**config.mk**
```make
export PLATFORM = sky130hd
export DESIGN_NAME = iter_divider_64
export DESIGN_NICKNAME = d
export VERILOG_FILES = /design/src/rtl/iter_divider_64.sv
export SDC_FILE = /design/constraint.sdc
export NUM_CORES = 1
export LEC_CHECK = 0
export ABC_CLOCK_PERIOD_IN_PS = 7100
export CORE_ASPECT_RATIO = 1.75
export CORE_MARGIN = 2
export CORE_UTILIZATION = 39
export DETAILED_ROUTE_END_ITERATION = 6
export MAX_ROUTING_LAYER = met4
export PLACE_DENSITY_LB_ADDON = 0.25
export SETUP_SLACK_MARGIN = 0.5
export SYNTH_ARGS = -nofsm -noshare
export SYNTH_HDL_FRONTEND = slang
export SYNTH_SLANG_ARGS = --single-unit
export TNS_END_PERCENT = 30
```
**constraint.sdc**
```tcl
create_clock -name clk -period 7.1 [get_ports clk]
set_input_delay 1.065 -clock clk [delete_from_list [all_inputs] [get_ports clk]]
set_output_delay 1.065 -clock clk [all_outputs]
set_load 0.01 [all_outputs]
```
**src/rtl/iter_divider_64.sv**
```systemverilog
// iter_divider_64
//   Multi-cycle restoring divider for RV64 DIV/DIVU/REM/REMU.
//   Each CALC cycle retires one quotient bit. The unsigned core works on
//   operand magnitudes, and the result signs are fixed up on the final step.
//
// Ports
//   clk, rst     : rising-edge clock, synchronous active-high reset
//   start        : request pulse, sampled only while ready=1
//   is_signed    : 1 = DIV/REM (two's complement), 0 = DIVU/REMU
//   dividend     : numerator, captured on an accepted start
//   divisor      : denominator, captured on an accepted start
//   ready        : idle, a start will be accepted
//   done         : one-cycle pulse, results valid
//   quotient     : registered quotient
//   remainder    : registered remainder
//   div_by_zero  : registered flag, divisor was zero for the last completed op
//
// Handshake: a request is accepted on any rising edge where start=1 and
// ready=1. Exactly one done pulse follows each accepted request, unless rst
// intervenes. Result registers only change at completion, so they stay stable
// from one done pulse until the next.
module iter_divider_64 #(
  parameter int XLEN = 64
) (
  input  logic            clk,
  input  logic            rst,
  input  logic            start,
  input  logic            is_signed,
  input  logic [XLEN-1:0] dividend,
  input  logic [XLEN-1:0] divisor,
  output logic            ready,
  output logic            done,
  output logic [XLEN-1:0] quotient,
  output logic [XLEN-1:0] remainder,
  output logic            div_by_zero
);

  localparam int CW = $clog2(XLEN + 1);

  typedef enum logic [1:0] {IDLE, CALC, DONE} state_t;

  state_t state, state_nxt;

  // Working registers.
  // quo_q starts as |dividend|. It shifts left each step, and the quotient
  // bits enter at the LSB.
  logic [XLEN-1:0] quo_q;
  logic [XLEN-1:0] rem_q;
  logic [XLEN-1:0] div_mag;
  logic [CW-1:0]   count;
  logic            neg_q;
  logic            neg_r;

  // Request decode
  logic            sign_a, sign_b;
  logic            div_zero, sgn_ovf, special;
  logic [XLEN-1:0] abs_a, abs_b;

  assign sign_a   = is_signed & dividend[XLEN-1];
  assign sign_b   = is_signed & divisor[XLEN-1];
  assign abs_a    = sign_a ? (~dividend + 1'b1) : dividend;
  assign abs_b    = sign_b ? (~divisor + 1'b1) : divisor;
  assign div_zero = (divisor == '0);
  assign sgn_ovf  = is_signed && (dividend == {1'b1, {(XLEN-1){1'b0}}})
                    && (divisor == '1);
  assign special  = div_zero | sgn_ovf;

  // One restoring step.
  // The trial value is XLEN+1 bits wide. The subtract uses one more guard bit,
  // so its MSB is a clean borrow.
  logic [XLEN:0]   trial;
  logic [XLEN+1:0] diff;
  logic            ge;
  logic [XLEN-1:0] rem_step, quo_step, q_fin, r_fin;
  logic            last_step;

  assign trial     = {rem_q, quo_q[XLEN-1]};
  assign diff      = {1'b0, trial} - {2'b00, div_mag};
  assign ge        = ~diff[XLEN+1];
  // After a successful subtract the result is below div_mag, so it fits in
  // XLEN bits. After a failed one, trial itself is below div_mag.
  assign rem_step  = ge ? diff[XLEN-1:0] : trial[XLEN-1:0];
  assign quo_step  = {quo_q[XLEN-2:0], ge};
  // Negating zero yields zero, so no negative zero can appear.
  assign q_fin     = neg_q ? (~quo_step + 1'b1) : quo_step;
  assign r_fin     = neg_r ? (~rem_step + 1'b1) : rem_step;
  assign last_step = (state == CALC) && (count == CW'(1));

  // FSM: state register
  always_ff @(posedge clk) begin
    if (rst) state <= IDLE;
    else     state <= state_nxt;
  end

  // FSM: next state and outputs
  always_comb begin
    state_nxt = state;
    ready     = 1'b0;
    done      = 1'b0;
    case (state)
      IDLE: begin
        ready = 1'b1;
        if (start) state_nxt = special ? DONE : CALC;
      end
      CALC: begin
        if (count == CW'(1)) state_nxt = DONE;
      end
      DONE: begin
        done      = 1'b1;
        state_nxt = IDLE;
      end
      default: state_nxt = IDLE;
    endcase
  end

  // Datapath and result registers
  always_ff @(posedge clk) begin
    if (rst) begin
      quo_q       <= '0;
      rem_q       <= '0;
      div_mag     <= '0;
      count       <= '0;
      neg_q       <= 1'b0;
      neg_r       <= 1'b0;
      quotient    <= '0;
      remainder   <= '0;
      div_by_zero <= 1'b0;
    end else begin
      case (state)
        IDLE: begin
          if (start) begin
            if (div_zero) begin
              quotient    <= '1;
              remainder   <= dividend;
              div_by_zero <= 1'b1;
            end else if (sgn_ovf) begin
              quotient    <= dividend;
              remainder   <= '0;
              div_by_zero <= 1'b0;
            end else begin
              quo_q   <= abs_a;
              rem_q   <= '0;
              div_mag <= abs_b;
              count   <= CW'(XLEN);
              neg_q   <= sign_a ^ sign_b;
              neg_r   <= sign_a;
            end
          end
        end
        CALC: begin
          quo_q <= quo_step;
          rem_q <= rem_step;
          count <= count - 1'b1;
          if (last_step) begin
            quotient    <= q_fin;
            remainder   <= r_fin;
            div_by_zero <= 1'b0;
          end
        end
        default: ;
      endcase
    end
  end

endmodule

```
Word-level counts from Yosys, hierarchy flattened
Cells that the tools add are included.
{"block": "word_totals", "out_inout_bits": 131, "register_bits": 332, "input_bits": 132, "wordCells": 86}
{"block": "op_classes", "n_eq_ne": 11, "bitwise_logic": 11, "n_addsub": 6, "n_reduce_logical": 10, "muxes": 38}
{"cell": "2-to-1 mux 64 bit", "n": 19}
{"cell": "case mux 64 bit (2 select lines)", "n": 4}
{"cell": "adder 64 x 1 -> 64 bit (second input constant)", "n": 4}
{"cell": "inverter 64 bit", "n": 4}
{"cell": "== test 64 bit (second input constant)", "n": 2}
{"cell": "subtractor 65 x 64 -> 66 bit", "n": 1}
{"cell": "zero test 64 bit", "n": 1}
{"cell": "2-to-1 mux 7 bit", "n": 3}
{"cell": "case mux 7 bit (2 select lines)", "n": 1}
{"cell": "AND reduction 4 bit", "n": 3}
{"cell": "!= test 2 bit (second input constant)", "n": 4}
{"cell": "== test 7 x 1 -> 1 bit (second input constant)", "n": 1}
{"cell": "subtractor 7 x 1 -> 7 bit (second input constant)", "n": 1}
{"cell": "2-to-1 mux 1 bit", "n": 6}
{"cell": "2-to-1 mux 2 bit", "n": 3}
{"cell": "case mux 2 bit (2 select lines)", "n": 1}
{"cell": "logical AND 1 bit", "n": 3}
{"cell": "!= test 3 bit (second input constant)", "n": 1}
{"cell": "inverter 1 bit", "n": 3}
{"cell": "bitwise AND 1 bit", "n": 2}
{"cell": "== test 2 x 1 -> 1 bit (second input constant)", "n": 1}
{"cell": "== test 2 bit (second input constant)", "n": 1}
{"cell": "zero test 2 bit", "n": 1}
{"cell": "!= test 2 x 1 -> 1 bit (second input constant)", "n": 1}
{"cell": "other kinds (5)", "n": 5}

Longest topological paths before layout
Gate-level depths: netlist (run 1).
{"block": "depth", "depth_word": 7, "depth_mapped": 29, "depth_no_buf": 24}

Least setup slack after synthesis (run 1)
Ideal clock, no wire load.
{"block": "synth_timing", "kind": "reg2reg", "from": "reg rem_q[3]", "to": "reg remainder[56]", "path_slack_ns": 0.720, "required_time_ns": 7.005, "path_buffers": 6, "arrival_ns": 6.285, "setup_time_ns": 0.095, "stages_incl_launch_ff": 26, "period_less_slack_ns": 6.380, "path_cell_list": "dfxtp_1 ha_1 buf_2 o211a_1 o31ai_2 a2111oi_4 o31ai_4 a211oi_4 nor4_4 nor2_8 buf_2 buf_2 buf_2 buf_2 clkbuf_1 mux2i_1 ha_1 or3b_1 nor4_1 nor3b_1 a32oi_1 o41a_1 or3_1 o31ai_1 xor2_1 a221oi_1"}
{"block": "synth_between", "elab_chain_cells": 7}
{"element": "from (decl)", "line": "48", "source": "logic [XLEN-1:0] rem_q;"}
{"element": "from (signal assigned)", "line": "152", "source": "rem_q <= rem_step;"}
{"element": "subtractor 65 x 64 -> 66 bit", "line": "78", "source": "assign diff = {1'b0, trial} - {2'b00, div_mag};"}
{"element": "2-to-1 mux 64 bit *", "line": "82", "source": "assign rem_step = ge ? diff[XLEN-1:0] : trial[XLEN-1:0];"}
{"element": "inverter 64 bit", "line": "86", "source": "assign r_fin = neg_r ? (~rem_step + 1'b1) : rem_step;"}
{"element": "adder 64 x 1 -> 64 bit", "line": "86"}
{"element": "2-to-1 mux 64 bit *", "line": "86"}
{"element": "2-to-1 mux 64 bit *", "line": "154", "source": "if (last_step) begin"}
{"element": "case mux 64 bit (2 select lines) *", "line": "129", "source": "case (state)"}
{"element": "to (signal assigned)", "line": "134", "source": "remainder <= dividend;"}
{"element": "to (signal assigned)", "line": "156", "source": "remainder <= r_fin;"}
{"element": "to (decl)", "line": "34", "source": "output logic [XLEN-1:0] remainder,"}
Every way passes the cells marked *; elsewhere a longest branch is shown, timed or not. The select of a mux whose other input is x is not followed.
A chain may end at the register's enable or synchronous reset.

Worst setup path after layout (run 1)
{"block": "layout_timing", "from": "reg rem_q[51]", "to": "reg remainder[56]"}
Same word-level chain as after synthesis.

==> flow_summary_export.csv, run 1 <==
group,metric,value,unit
outcome,outcome,"finished, final reports clean",
global_route,grtUsageTotal,27.73,%
pwr,netSwitchingFraction,33.06,%
global_route,grt_antenna_before_repair,0,
timing,grt_setup_unrepaired,"false",
routing,first_pass_iters,7,
synth,avgSynthCellArea,7.266,um2
synth,ys_types,91,
routing,highest_layer,"met4",
clock_tree,cts_hold_buffers,0,
pwr,p_leak,10.48,nW
final_layout,insertedDiodeCount,0,
setup_path,cp-end-kind,"flop",
routing,dr_wl_met2,45230,um
final_layout,nNetsFinal,3688,
global_route,grt_pass1_wl,140400,um
synth,synth_ff_type,"dfxtp_1",
synth,ys_seq_area_share,27.13,%
synth,synth.area.top_cells,"dfxtp_1, nor2_1, a21oi_1",
setup_path,cp-start-kind,"flop",
routing,wl_met1,36220,um
clock_tree,htree_num_levels,2,
routing,drc,0,
routing,avgRoutedWirePerCell,21.12,um
timing,hold_viol,0,
floorplanning,fp-row-count,121,
timing,clock-skew-final,0.03143,ns
floorplanning,dieArea,64910,um2
final_layout,seqCellArea,6648,um2
placement,port_buffers,262,
global_route,grt_pass1_vias,24650,
routing,wl_met3,4560,um
synth,yosys.area.top_type,"dfxtp_1",
pwr,power_density,191.4,nW/um2
final_layout,layout-drive-gt1-share,4.644,%
synth,synth_edf_count,0,
final_layout,area_growth,18.00,%
clock_tree,insertion_delay,0.57,ns
pwr,clkPwrFrac,36.7,%
pwr,p_switching,1.829,mW
setup_path,cp_max_fo,14,
synth,synthCells,3371,
routing,drt_iter0_drc,2136,
routing,drtAntennaViolNets,0,
synth,ys_async_sr_fraction,0,%
pwr,seq_power_share,37.5,%
setup_path,criticalPathCategory,"reg -> reg",
floorplanning,core,62220,um2
timing,max_slew_margin,8.384,%
clock_tree,cts_made_buffers,35,
floorplanning,pin_count,263,
final_layout,multi_input_area,16640,um2
timing,max_freq,0.1652,GHz
timing,worstMarginPinSlew,1.362,ns
synth,synth_top_area_share,27.13,%
final_layout,utilization,46.45,%
synth,syn-num-nets,3575,
pwr,combPwrFrac,25.8,%
timing,fin_tns_setup,0,ns
timing,setup_violations,0,
floorplanning,fp.dieW,193.4,um
clock_tree,tritoncts,"built",
placement,hpwl,69780,um
floorplanning,die_h,335.5,um
clock_tree,root_buffer,"clkbuf_16",
timing,post-route-period-util,85.25,%
pwr,ir_worst_vdd,0.1958,mV
placement,gp_congestion,0.9764,
timing,setup_slack,1.047,ns
global_route,grt_overflow_total,0,
setup_path,cp.required,7.56,ns
pwr,p_int,3.704,mW
global_route,grt_max_degree,183,
clock_tree,cts_buffer_depth,3,
setup_path,path_cells,"ha_1 > a21oi_1 > o21ai_0 > nand3_1 > nand4_1 > a31oi_2 > nor2_8 > mux2i_1 > ha_1 > or3b_1 > nor4_1 > nor3b_1 > buf_4 > a32oi_1 > o41a_1 > or3_1 > o31ai_1 > xor2_1 > a221oi_1",
routing,routed_wl,91010,um
floorplanning,start_util,39.37,%
clock_tree,cts.clk_slew.worst_paths,0.06,ns
synth,yosys_warnings,0,
setup_path,critical-path-slowest-cell,"a31oi_2",
setup_path,slowest_delay,0.67,ns
job,maxCapViolations,0,
setup_path,crit_path_frequent_cell,"ha_1",
timing,slew_viol_final,0,
routing,vias_per_cell,5.954,
routing,via_count,25660,
synth,synth-seq-cells,332,
final_layout,n_fill_cell,6377,
placement,post-place-ws,0.8781,ns
synth,netlist_area,24490,um2
setup_path,arrival,6.51,ns
pwr,power,5.533,mW
hold_path,hold_class,"reg -> reg",
clock_tree,clkSinkCount,332,
timing,period_needed,6.053,ns
## placed cells by master (no fill, tap or decap), drive strengths merged, types with 23 or more instances in the layout
cell type	synthesis	routed
nand2	344	344
o31ai	57	57
clkbuf	181	46
a211oi	105	105
mux2i	39	39
nor4	49	49
inv	99	103
a21o	23	23
xor2	131	131
a222oi	56	56
a22oi	37	37
o21ai	164	164
or3	47	47
or4	24	24
nand3	60	60
nand4	58	58
nor2	495	495
xnor2	156	156
ha	71	71
a31oi	39	39
buf	51	47
a21oi	301	301
o41ai	26	26
clkdlybuf4s50	0	261
nor3	132	132
dfxtp	332	332
## repair_timing
item                       in CTS  in global routing
resized for setup               0                  1
setup endpoints to repair       0                  2
setup buffers                   0                  0
## registers in the layout, summed over array words and instances, names as in the netlist
register     cells
div_by_zero      1
count            7
div_mag         64
state            2
neg_r            1
quotient        64
quo_q           64
remainder       64
rem_q           64
neg_q            1
## worst max-delay path, delay by kind of cell, from the launching register on
kind            cells  cell delay, ns
fa+ha+maj           2            0.74
mux                 1            0.30
buf+inv             1            0.17
simple gates        7            1.97
compound gates      7            2.30
xor+xnor            1            0.11
flops               1            0.35
## per-layer routing
layer  GRT usage, %  vias up
li1               -    12530
met1          31.30    11920
met2          48.76      989
met3          2.511      224
met4          14.21        0
met5              -        -
## cells by family (layout without fill, tap and decap cells)
| logic type | after synthesis | count (layout) | share of synthesized area, % |
|---|---|---|---|
| AOI/OAI and AO/OA | 982 | 982 | 26.87 |
| DFF | 332 | 332 | 27.13 |
| and+or+nand+nor | 1319 | 1319 | 24.73 |
| buffers and inverters | 331 | 470 | 5.282 |
| muxes | 48 | 48 | 2.007 |
| adders and majority gates | 72 | 72 | 3.708 |
| xor gates and xnor gates | 287 | 287 | 10.26 |
## power groups by stage
| stage | Sequential (mW) | Clock [mW] | Combinational, mW |
|---|---|---|---|
| final | 2.07 | 2.03 | 1.43 |
| after global routing | 2.09 | 2.12 | 1.56 |
| after CTS | 2.07 | 2.07 | 1.42 |
| after detailed placement | 2.11 | 0 | 1.41 |
| after global placement | 2.11 | 0 | 1.41 |
| after floorplan | 2.10 | 0 | 0.905 |
## cell usage after synthesis (12+ instances only)
| library cell | instances |
|---|---|
| xnor2_1 | 156 |
| xor2_1 | 131 |
| a31oi_1 | 39 |
| a222oi_1 | 56 |
| o21a_1 | 14 |
| a22oi_1 | 37 |
| o211ai_1 | 20 |
| a211oi_1 | 103 |
| nand2b_1 | 19 |
| a21oi_1 | 300 |
| nor4_1 | 48 |
| and3_1 | 18 |
| nor2_1 | 494 |
| inv_1 | 98 |
| nand4_1 | 58 |
| o21ai_1 | 12 |
| nand2_1 | 344 |
| buf_2 | 40 |
| nand3_1 | 60 |
| clkbuf_1 | 180 |
| ha_1 | 71 |
| o41ai_1 | 24 |
| nor2b_1 | 12 |
| o21bai_1 | 12 |
| or4_1 | 24 |
| a311oi_1 | 20 |
| a21o_1 | 23 |
| o221ai_1 | 19 |
| mux2i_1 | 39 |
| or3_1 | 47 |
| o21ai_0 | 152 |
| o31ai_1 | 55 |
| and2_1 | 13 |
| a221oi_1 | 15 |
| nor3_1 | 130 |
| dfxtp_1 | 332 |
## per-stage QoR
step,hold WS [ns],std cells,cell area (um2)
floorplan,0.4319,3371,24490
global placement,0.4368,4246,27670
detailed placement,0.4444,4246,27670
CTS,0.4527,4309,28900
global route,0.4680,4309,28900
finish,0.4508,4309,28900
## path summary, 6_finish.rpt
kind / startpoint / to / slack, ns / cells past startpoint
worst min-delay path: quotient[12] / quotient[12] / 0.45 / 2
worst min register to register: quotient[12] / quotient[12] / 0.45 / 2
worst max register to register: rem_q[51] / remainder[56] / 1.05 / 19
worst max-delay path: rem_q[51] / remainder[56] / 1.05 / 19
## layout make-up
cell class                 instances  area share, %
clock buffer                      46          3.346
clock inverter                    17         0.8917
inverter                          99          1.286
multi-input combinational       2708          57.56
sequential                       332          23.00
tap                              799          3.459
timing repair buffer             308          10.46
Note: power is estimated with default switching activity, not from simulation.
==> inputs of run 2 (changes only) <==
--- a/config.mk
+++ b/config.mk
@@ -10,6 +10,7 @@
 export CORE_MARGIN = 2
 export CORE_UTILIZATION = 39
 export DETAILED_ROUTE_END_ITERATION = 6
+export GPL_ROUTABILITY_DRIVEN = 0
 export MAX_ROUTING_LAYER = met4
 export PLACE_DENSITY_LB_ADDON = 0.25
 export SETUP_SLACK_MARGIN = 0.5
==> run 2 against run 1 <==
Net effect:
- the flow now finishes with violations (DRC)
- largest cell class unchanged
- die area stayed put
- global-route usage is 0.44 points lower
- worst setup slack better by 0.011 ns
- sequential power hardly changed
- register-to-register slack better by 0.13 ns
- routed wire length is 1.1% lower
- first-iteration DRC count is 1.8% higher
- sequential share of layout area is 0.16 points higher
- via count hardly changed
- count of clock-buffer cells in the layout is 5 lower
- non-clock buffer count is 3 lower
- sequential cell count stayed put
==> flow_summary_export.csv, run 2 (synthesis results as in run 1) <==
group,metric,value,unit
placement,hpwl,68590,um
clock_tree,htree_num_levels,1,
outcome,outcome,"finished, violations left",
global_route,grt_antenna_before_repair,1,
global_route,grt_max_degree,183,
timing,worstMarginPinSlew,1.300,ns
floorplanning,die_h,335.5,um
setup_path,arrival,6.47,ns
clock_tree,clkSinkCount,332,
routing,first_pass_iters,7,
timing,slew_viol_final,0,
outcome,violations,"DRC",
floorplanning,pin_count,263,
final_layout,final_cell_mix,"nor2_1, nand2_1, dfxtp_1",
placement,port_buffers,262,
routing,drtAntennaViolNets,0,
setup_path,cp-start-kind,"input pin",
routing,via_count,25640,
floorplanning,core,62220,um2
clock_tree,cts_hold_buffers,0,
final_layout,design_area,28700,um2
clock_tree,insertion_delay,0.62,ns
clock_tree,root_buffer,"clkbuf_16",
global_route,grt_overflow_total,0,
final_layout,final_common_cell,"nor2_1",
floorplanning,fp-row-count,121,
final_layout,area_growth,17.17,%
final_layout,utilization,46.13,%
pwr,p_leak,10.39,nW
floorplanning,start_util,39.37,%
timing,post-route-period-util,85.10,%
timing,max_freq,0.1655,GHz
timing,hold_viol,0,
timing,setup_violations,0,
setup_path,cp.required,7.53,ns
routing,drt_iter0_drc,2174,
global_route,grtUsageTotal,27.29,%
clock_tree,cts.clk_slew.worst_paths,0.07,ns
final_layout,n_fill_cell,6373,
clock_tree,cts_made_buffers,31,
clock_tree,postCtsResizedCells,0,
job,maxCapViolations,0,
final_layout,layout-drive-gt1-share,4.345,%
routing,vias_per_cell,5.966,
timing,grt_setup_unrepaired,"false",
clock_tree,tritoncts,"built",
placement,place_area,27650,um2
clock_tree,cts_setup_buffers,0,
floorplanning,dieArea,64910,um2
timing,period_needed,6.042,ns
timing,max_slew_margin,12.52,%
global_route,grt_pass1_vias,24540,
final_layout,nNetsFinal,3681,
global_route,grt_pass1_wl,138800,um
pwr,power_density,184.0,nW/um2
routing,routed_wl,90050,um
pwr,power,5.280,mW
setup_path,cp-end-kind,"flop",
pwr,ir_worst_vdd,0.1923,mV
timing,fin_tns_setup,0,ns
setup_path,criticalPathCategory,"in -> reg",
routing,avgRoutedWirePerCell,20.95,um
setup_path,cp_max_fo,52,
routing,drc,1,
clock_tree,cts_buffer_depth,3,
floorplanning,fp.dieW,193.4,um
timing,clock-skew-final,0.02982,ns
hold_path,hold_class,"reg -> reg",
==> run 2: cell count changes in the layout (fill, tap and decap cells not counted), moves of 2 or more <==
cell,delta
bufinv_16,-2
clkbuf_16,-4
buf_4,-3
clkinv_2,+2
clkbuf_1,-2
inv_6,-3
==> run 2: final timing paths <==
path	from	to	slack, ns	cells after the start
min reg2reg	div_mag[35]	div_mag[35]	0.45	2
max	dividend[15]	quo_q[63]	1.06	13
min	div_mag[35]	div_mag[35]	0.45	2
max reg2reg	rem_q[3]	remainder[56]	1.18	20
==> run 2: report_power, final <==
part,switching (mW),total (mW),internal [mW]
sequential,0.0947,2.07,1.98
clock,0.782,1.79,1.00
combinational,0.885,1.42,0.536
==> run 2: layout make-up <==
| cell class | count | area, um2 | share of cell area (%) |
|---|---|---|---|
| clock inverter | 13 | 173.9 | 0.6060 |
| timing repair buffer | 305 | 3000 | 10.45 |
| sequential | 332 | 6648 | 23.16 |
| multi-input combinational | 2708 | 16630 | 57.95 |
| tap | 799 | 999.7 | 3.483 |
| clock buffer | 41 | 873.3 | 3.043 |
| antenna | 1 | 2.502 | 0.008719 |
| inverter | 99 | 371.6 | 1.295 |
==> run 2: through the flow <==
stage,worst slack [ns],hold slack (ns),instances
CTS,1.017,0.4538,4297
global route,0.6082,0.4663,4298
global placement,0.4220,0.4376,4243
floorplan,0.7196,0.4319,3371
finish,1.058,0.4492,4298
detailed placement,0.4120,0.4452,4243
==> run 2: worst max-delay path, stage by stage <==
cell and delay (ns):
clkdlybuf4s50_1 0.55, or4_1 0.64, nor4_1 0.37, nand3_1 0.29
nor3_2 0.45, nand4_1 0.23, or3_1 0.43, nor4_1 0.34
a21oi_1 0.25, and3_4 0.50, buf_4 0.37, a32oi_1 0.73
a21oi_1 0.18
==> run 2: per-layer routing <==
layer | GRT usage (%) | wire, um
met3 | 3.094 | 5127
met2 | 47.04 | 43920
met5 | - | 0
met4 | 15.43 | 5471
met1 | 30.64 | 35540
